<file path="config.mk">
export PLATFORM = sky130hd
export DESIGN_NAME = exception_sequencer
export DESIGN_NICKNAME = d
export VERILOG_FILES = /design/src/rtl/exception_sequencer_pkg.sv /design/src/rtl/exception_sequencer_mem_wait_counter.sv /design/src/rtl/exception_sequencer.sv
export SDC_FILE = /design/constraint.sdc
export NUM_CORES = 1
export LEC_CHECK = 0
export BUFFER_PORTS_ARGS = -buffer_cell sky130_fd_sc_hd__buf_2
export CAP_MARGIN = 20
export CELL_PAD_IN_SITES_DETAIL_PLACEMENT = 2
export CELL_PAD_IN_SITES_GLOBAL_PLACEMENT = 2
export CORE_ASPECT_RATIO = 0.9
export CORE_UTILIZATION = 26
export DETAILED_ROUTE_END_ITERATION = 6
export PLACE_DENSITY = 0.77
export SLEW_MARGIN = 5
export SYNTH_ARGS = -nofsm -noshare
export SYNTH_HDL_FRONTEND = slang
export SYNTH_HIERARCHICAL = 1
export SYNTH_SLANG_ARGS = --single-unit
</file>
<file path="constraint.sdc">
create_clock -name clk_i -period 2.8 [get_ports clk_i]
set_input_delay 0.28 -clock clk_i [delete_from_list [all_inputs] [get_ports clk_i]]
set_output_delay 0.28 -clock clk_i [all_outputs]
set_load 0.05 [all_outputs]
</file>
<file path="src/rtl/exception_sequencer_pkg.sv">
// Shared definitions for the exception sequencer: FSM states, exception codes and the
// memory-address mux select values also used by the control unit and the mux itself.
package exception_sequencer_pkg;

  typedef enum logic [2:0] {
    StIdle,
    StSaveEpc,
    StWait,
    StLoadPc,
    StDone
  } exc_state_e;

  typedef enum logic [1:0] {
    ExcNone     = 2'b00,
    ExcOpcode   = 2'b01,
    ExcOverflow = 2'b10,
    ExcDivzero  = 2'b11
  } exc_code_e;

  typedef enum logic [2:0] {
    MaRegA   = 3'b000,
    MaRegB   = 3'b001,
    MaPc     = 3'b010,
    MaV253   = 3'b011,
    MaV255   = 3'b100,
    MaV254   = 3'b101,
    MaAluOut = 3'b110
  } mem_addr_ctrl_e;

  // Opcode beats overflow beats divide-by-zero; only the winner is handled.
  function automatic exc_code_e exc_prio(input logic opcode, input logic overflow,
                                         input logic divzero);
    if (opcode) begin
      return ExcOpcode;
    end else if (overflow) begin
      return ExcOverflow;
    end else if (divzero) begin
      return ExcDivzero;
    end
    return ExcNone;
  endfunction

  function automatic mem_addr_ctrl_e exc_vector(input exc_code_e code);
    case (code)
      ExcOpcode:   return MaV253;
      ExcOverflow: return MaV254;
      ExcDivzero:  return MaV255;
      default:     return MaRegA;
    endcase
  endfunction

endpackage

</file>
<file path="src/rtl/exception_sequencer_mem_wait_counter.sv">
// Memory-latency wait counter: loads MemLat-1 at exception entry, counts down to zero.
module exception_sequencer_mem_wait_counter #(
  parameter int unsigned MemLat = 2
) (
  input  logic clk_i,
  input  logic rst_ni,
  input  logic load_i,
  input  logic dec_i,
  output logic zero_o
);

  localparam int unsigned CntW = (MemLat > 1) ? $clog2(MemLat) : 1;
  localparam logic [CntW-1:0] LoadVal = CntW'(MemLat - 1);

  logic [CntW-1:0] cnt_d, cnt_q;

  always_comb begin
    cnt_d = cnt_q;
    if (load_i) begin
      cnt_d = LoadVal;
    end else if (dec_i && (cnt_q != '0)) begin
      cnt_d = cnt_q - 1'b1;
    end
  end

  always_ff @(posedge clk_i or negedge rst_ni) begin
    if (!rst_ni) begin
      cnt_q <= '0;
    end else begin
      cnt_q <= cnt_d;
    end
  end

  assign zero_o = (cnt_q == '0);

endmodule

</file>
<file path="src/rtl/exception_sequencer.sv">
// Multicycle-CPU exception entry sequencer: saves EPC, fetches the vector byte through the
// memory-address mux, waits out memory latency and loads PC with the vector.
module exception_sequencer
  import exception_sequencer_pkg::*;
#(
  parameter int unsigned MemLat   = 2,
  parameter int unsigned PcAdjust = 4
) (
  input  logic        clk_i,
  input  logic        rst_ni,
  input  logic        exc_opcode_i,
  input  logic        exc_overflow_i,
  input  logic        exc_divzero_i,
  input  logic [31:0] pc_i,
  input  logic [31:0] mem_rdata_i,
  output logic [2:0]  mem_addr_ctrl_o,
  output logic        mem_wr_o,
  output logic        epc_wr_o,
  output logic [31:0] epc_data_o,
  output logic        pc_wr_o,
  output logic [31:0] pc_data_o,
  output logic        exc_active_o,
  output logic [1:0]  exc_code_o,
  output logic        exc_done_o
);

  exc_state_e     state_q;
  exc_code_e      code_q;
  mem_addr_ctrl_e ctrl_q;
  logic           epc_wr_q, pc_wr_q, active_q, done_q;
  logic [31:0]    epc_data_q, pc_data_q;

  logic      exc_any, cnt_zero;
  exc_code_e exc_win;

  assign exc_any = exc_opcode_i | exc_overflow_i | exc_divzero_i;
  assign exc_win = exc_prio(exc_opcode_i, exc_overflow_i, exc_divzero_i);

  exception_sequencer_mem_wait_counter #(
    .MemLat(MemLat)
  ) u_mem_wait_counter (
    .clk_i (clk_i),
    .rst_ni(rst_ni),
    .load_i((state_q == StIdle) && exc_any),
    .dec_i ((state_q == StSaveEpc) || (state_q == StWait)),
    .zero_o(cnt_zero)
  );

  // All outputs are registered alongside the state so each is valid for the whole state cycle.
  always_ff @(posedge clk_i or negedge rst_ni) begin
    if (!rst_ni) begin
      state_q    <= StIdle;
      code_q     <= ExcNone;
      ctrl_q     <= MaRegA;
      epc_wr_q   <= 1'b0;
      epc_data_q <= '0;
      pc_wr_q    <= 1'b0;
      pc_data_q  <= '0;
      active_q   <= 1'b0;
      done_q     <= 1'b0;
    end else begin
      case (state_q)
        StIdle: begin
          if (exc_any) begin
            state_q    <= StSaveEpc;
            code_q     <= exc_win;
            ctrl_q     <= exc_vector(exc_win);
            active_q   <= 1'b1;
            epc_wr_q   <= 1'b1;
            epc_data_q <= pc_i - 32'(PcAdjust);
          end
        end
        StSaveEpc: begin
          epc_wr_q   <= 1'b0;
          epc_data_q <= '0;
          if (MemLat == 1) begin
            state_q   <= StLoadPc;
            pc_wr_q   <= 1'b1;
            pc_data_q <= {24'b0, mem_rdata_i[7:0]};
          end else begin
            state_q <= StWait;
          end
        end
        StWait: begin
          if (cnt_zero) begin
            state_q   <= StLoadPc;
            pc_wr_q   <= 1'b1;
            pc_data_q <= {24'b0, mem_rdata_i[7:0]};
          end
        end
        StLoadPc: begin
          state_q   <= StDone;
          pc_wr_q   <= 1'b0;
          pc_data_q <= '0;
          ctrl_q    <= MaRegA;
          done_q    <= 1'b1;
        end
        StDone: begin
          state_q  <= StIdle;
          done_q   <= 1'b0;
          active_q <= 1'b0;
          code_q   <= ExcNone;
        end
        default: state_q <= StIdle;
      endcase
    end
  end

  // Only the vector byte of the read data is meaningful.
  logic unused_rdata;
  assign unused_rdata = ^mem_rdata_i[31:8];

  assign mem_addr_ctrl_o = ctrl_q;
  assign mem_wr_o        = 1'b0;
  assign epc_wr_o        = epc_wr_q;
  assign epc_data_o      = epc_data_q;
  assign pc_wr_o         = pc_wr_q;
  assign pc_data_o       = pc_data_q;
  assign exc_active_o    = active_q;
  assign exc_code_o      = code_q;
  assign exc_done_o      = done_q;

endmodule

</file>
### Yosys cells after proc, flatten, opt, wreduce, memory -nomap -nowiden

Cells that the tools add are included.

| word-level totals | value |
|---|---|
| register bits after elaboration | 77 |
| output and inout bits | 74 |
| logic and storage cells | 65 |
| bits of input ports | 69 |

| operators by class | value |
|---|---|
| equal/unequal tests | 9 |
| add/subtract/negate cells | 2 |
| reduce and logical (&&, ||, !) cells | 15 |
| bitwise gates (word level) | 2 |
| multiplexer cells | 27 |

Operators by type and width:

| cell | number |
|---|---|
| case mux 32 bit (2 select lines) | 2 |
| two-way mux 32 bit | 2 |
| subtractor 32 x 3 -> 32 bit, second input constant | 1 |
| case mux 3 bit (4 select lines) | 1 |
| nonzero test 2 bit | 6 |
| two-way mux 2 bit | 5 |
| AND reduction 2 bit | 5 |
| two-way mux 3 bit | 3 |
| case mux 3 bit (3 select lines) | 1 |
| case mux 1 bit (2 select lines) | 4 |
| two-way mux 1 bit | 7 |
| equality test 3 x 2 -> 1 bit, second input constant | 2 |
| case mux 3 bit (2 select lines) | 1 |
| equality test 2 bit, second input constant | 2 |
| inequality test 2 bit, second input constant | 2 |
| case mux 2 bit (2 select lines) | 1 |
| equality test 3 x 1 -> 1 bit, second input constant | 1 |
| equality test 3 bit, second input constant | 1 |
| logical NOT 3 bit | 1 |
| equality test 2 x 1 -> 1 bit, second input constant | 1 |
| logical AND 1 bit | 2 |
| OR 1 bit | 2 |
| logical OR 1 bit | 1 |
| subtractor 1 bit, second input constant | 1 |

### Longest topological paths before layout

| depth | value |
|---|---|
| depth in word-level cells | 8 |
| gate-level depth with buffers | 8 |
| gate-level depth less buffers | 6 |

### Cells and area by module

Netlist, hierarchy kept.

By module, submodules not included:

| module | area each (sq um) | cells each | times used | sequential area each (sq um) |
|---|---|---|---|---|
| exception_sequencer | 2902.8 | 321 | 1 | 1301.2 |
| exception_sequencer_mem_wait_counter | 40.0 | 3 | 1 | 25.0 |

### Least setup slack after synthesis

Ideal clock, no wire load.

| timing | value |
|---|---|
| path kind | input to register |
| start | input pc_i[2] |
| end | register epc_data_q[30], in the netlist epc_data_o[30] |
| data required time | 2731 ps |
| library setup time | 69 ps |
| cell stages on the path | 6 |
| arrival | 1951 ps |
| setup slack | 780 ps |
| buffers on the path | 0 |
| path through | inv_1 ha_1 nor3b_1 nand3_1 or4b_2 nand3_1 |

| between the ends | value |
|---|---|
| cells in the longest elaborated chain, start to end | 3 |

Ends and longest elaborated chain:

| what | line | text |
|---|---|---|
| start, declared | exception_sequencer.sv:14 | `input logic [31:0] pc_i,` |
| subtractor 32 x 3 -> 32 bit | exception_sequencer.sv:70 | `epc_data_q <= pc_i - 32'(PcAdjust);` |
| two-way mux 32 bit | exception_sequencer.sv:64 | `if (exc_any) begin` |
| case mux 32 bit (2 select lines) | exception_sequencer.sv:62 | `case (state_q)` |
| end signal, assigned | exception_sequencer.sv:70 |  |
| end, declared | exception_sequencer.sv:31 | `logic [31:0] epc_data_q, pc_data_q;` |

No other way between the ends. The select of a mux whose other input is x is not followed.
A chain may end at the register's enable or synchronous reset.

### Final worst setup path

| timing | value |
|---|---|
| start | register state_q[1] |
| end | register epc_data_q[29], in the netlist epc_data_o[29] |

| between the ends | value |
|---|---|
| cells in the longest elaborated chain, start to end | 3 |
| elaborated cells between the ends (all ways) | 6 |
| classes of those cells | eq/ne: 2; mux: 1; reduce/logical: 3 |

Ends and longest elaborated chain:

| what | line | text |
|---|---|---|
| start, declared | exception_sequencer.sv:27 | `exc_state_e state_q;` |
| start signal, assigned | exception_sequencer.sv:52 | `state_q <= StIdle;` |
| start signal, assigned | exception_sequencer.sv:65 | `state_q <= StSaveEpc;` |
| start signal, assigned | exception_sequencer.sv:77 | `state_q <= StLoadPc;` |
| equality test 3 x 1 -> 1 bit or logical NOT 3 bit (tied branches) | exception_sequencer.sv:62 |  |
| nonzero test 2 bit (no source line) or inequality test 2 bit (tied branches) | - |  |
| AND reduction 2 bit (no source line) | - |  |

Several ways; a longest one is shown, not always the timed one.

==> results_dict.tcl <==
set metrics [dict create \
    num_vias 2852 \
    numCtsBuffers 5 \
    synth_top_flop_cell "dfrtp_1" \
    cts_max_path_buffers 2 \
    max_freq_mhz 484 \
    coreArea_um2 10900 \
    p_per_area_nw_per_um2 1280 \
    required_ns 3.03 \
    hold_slack_ns 0.213 \
    dieWidth_um 114 \
    globalRoute.totalOverflow 0 \
    yosys_warnings 6 \
    cts_tree "built" \
    critPathArrivalTime_ns 2.30 \
    htreeDepth 2 \
    critPathMaxFanout 7 \
    design.portCount 143 \
    cts.sinks 53 \
    synth_top_area_frac 0.451 \
    start_util 0.270 \
    hpwl_mm 7.49 \
    dieArea_um2 11700 \
    rsz0062_at_grt "no" \
    p_leak_nw 1.70 \
    die_y_um 103 \
    row_count 36 \
    r2r-start "state_q[1]" \
    p_seq_frac 0.279 \
    min_path_type "in2reg" \
    clkLatencyLatePin_ns 0.29 \
    relSlewSlack 0.570 \
    tightest_slew_ns 0.640 \
    fin_nets 487 \
    worst-r2r-setup-slack_ns 0.73 \
    finalSetupTns_ns 0 \
    status "finished clean" \
    syn_inst 324 \
    yosysUniqueCellTypes 45 \
    grt_first_pass_wirelength_mm 16.2 \
    dpl_worst_slack_ns 0.480 \
    netSwitchingFraction 0.537 \
    synth_top_area_cell "dfrtp_1" \
    cts_root_buf "clkbuf_16" \
    grt_max_degree 33 \
    seq_area_frac_synth 0.451 \
    cpMaxStageDelayCell "or4b_1" \
    drc 0 \
    maxCapViolations 0 \
    crit_start "state_q[1]" \
    finalWirelength_mm 10.0 \
    timing.final.ws_setup_ns 0.732 \
    max_stage_delay_ns 0.53 \
    viasPerCell 5.00 \
    setup_violations 0 \
    synth-edff-count 0 \
    ys_ff_latch 53 \
    power_frac_comb 0.570 \
    start_kind "flop" \
    fin_crit_ns 2.07 \
    post_route_cells_drive_above_1_share 0.292 \
    diodes 0 \
    fin_crit_sh 0.739 \
    clk_pin_slew_ns 0.07 \
    final_hold_viol_count 0 \
    crit_chain "or3_1, or4b_1, or4_1, nand3_1" \
    critPathKind "reg2reg" \
    timing.final.max_slew_violations 0 \
    area_growth_pct 25.6 \
    endpoint_kind "flop" \
    io_buffers 93 \
    dr.pass1.iters 4 \
    synthArstFlopShare 1.00 \
    grt_usage 0.177 \
    grt_pass1_vias 3038 \
    syn_area_um2 2940 \
    skew_ns 0.00697 \
    fill_cells 1287 \
    peakVddDrop_v 0.000369 \
    power_frac_clock 0.151 \
    p_sw_mw 2.54 \
    min_from "pc_i[1]" \
    intPower_mw 2.19 \
    avgRoutedWirePerCell_um 17.6 \
    syn_area_per_cell_um2 9.08 \
    antenna_left 0 \
    cts_resized 0 \
    antenna_found_initial 0 \
    routabilityCongestion 0.752 \
    synth_area_leaders "dfrtp_1 (45%), buf_4 (6.4%), nand2_1 (5.1%)" \
    drtIter0Drc 119 \
]
-- power by group through the flow --
stage / Combinational [mW] / Clock (mW) / Sequential, mW
global route: 2.91 / 0.760 / 1.37
detailed placement: 2.73 / 0 / 1.33
global placement: 2.65 / 0 / 1.32
floorplan: 0.980 / 0 / 2.35
finish: 2.69 / 0.715 / 1.32
CTS: 2.73 / 0.736 / 1.33
-- path summary, 6_finish.rpt --
path	end	cells after the start
worst max-delay path	epc_data_o[29]	4
worst min-delay path	epc_data_o[1]	2
worst max register to register	epc_data_o[29]	4
worst min register to register	epc_data_o[10]	2
max in group asynchronous	pc_data_o[6]	3
min in group asynchronous	epc_data_o[18]	2
-- cell usage in the layout, fill, tap and decap left out, types with 4 or more instances in the layout --
cell type | Yosys | routed
a21oi_1 | 12 | 12
a221o_1 | 6 | 6
a32oi_1 | 4 | 4
buf_2 | 1 | 93
buf_4 | 25 | 10
clkbuf_16 | 0 | 5
conb_1 | 1 | 25
dfrtp_1 | 53 | 53
inv_1 | 4 | 4
nand2_1 | 40 | 40
nand2b_1 | 4 | 4
nand3_1 | 15 | 15
nor2_1 | 17 | 17
nor2b_1 | 9 | 9
nor3_1 | 14 | 14
nor4_1 | 8 | 8
o211ai_1 | 8 | 8
o21ai_0 | 21 | 21
o311a_1 | 5 | 5
or2_2 | 4 | 4
or3_1 | 4 | 4
or4_1 | 11 | 11
xnor2_1 | 7 | 7
-- synth_stat cells, types with 8 or more instances --
library cell / number
clkbuf_1: 13
nor3_1: 14
o211ai_1: 8
nor2b_1: 9
nor2_1: 17
o21ai_0: 21
dfrtp_1: 53
nand3_1: 15
buf_4: 25
nor4_1: 8
a21oi_1: 12
nand2_1: 40
or4_1: 11
-- metrics by stage --
stage          instances  power, mW  utilization  instance area, um^2
3_5_place_dp         561       4.06        0.323                 3520
5_1_grt              570       5.03        0.339                 3700
6_report             570       4.72        0.339                 3700
2_1_floorplan        348       3.33            -                 3030
4_1_cts              570       4.79        0.339                 3700
3_3_place_gp         561       3.97        0.323                 3520
-- worst max-delay path: cells and delay by family (launching register included) --
family           cells  cell delay [ns]
flip-flops           1             0.45
AND/OR/NAND/NOR      4             1.55
-- cells by family (layout without fill, tap and decap cells) --
group,Yosys count,in the layout,synth area share
DFF,53,53,0.451
adders and majority gates,1,1,0.00425
other,1,25,0.00127
xor gates and xnor gates,9,9,0.0268
AOI/OAI and AO/OA,74,74,0.177
and+or+nand+nor,138,138,0.247
buffers and inverters,48,118,0.0935
-- sequential cells by signal, indices dropped and copies added (netlist names) --
name                      count
epc_data_o                   32
pc_data_o                     8
mem_addr_ctrl_o               3
state_q                       3
exc_code_o                    2
epc_wr_o                      1
exc_active_o                  1
exc_done_o                    1
pc_wr_o                       1
u_mem_wait_counter/cnt_q      1
-- metal layers --
layer | wire length [um] | vias to the layer above | part of all wire | GRT usage
li1 | - | 1325 | - | -
met1 | 4630 | 1455 | 0.46 | 0.231
met2 | 4930 | 62 | 0.49 | 0.307
met3 | 341 | 10 | 0.034 | 0.0288
met4 | 138 | 0 | 0.014 | 0.0490
met5 | 0 | - | 0 | 0
-- final cells by class --
class,count,area (um^2),share of cell area
Clock buffer,6,129,0.0349
Clock inverter,2,38.8,0.0105
Inverter,6,22.5,0.00609
Multi-Input combinational cell,247,1440,0.389
Sequential cell,53,1330,0.359
Tap cell,152,190,0.0515
Timing Repair Buffer,104,551,0.149
-- what timing repair did --
action / CTS / global route
hold buffers: 1 / 0
hold endpoints to repair: 14 / 0
setup buffers: 0 / 0
Power figures use the tool's default switching activity.
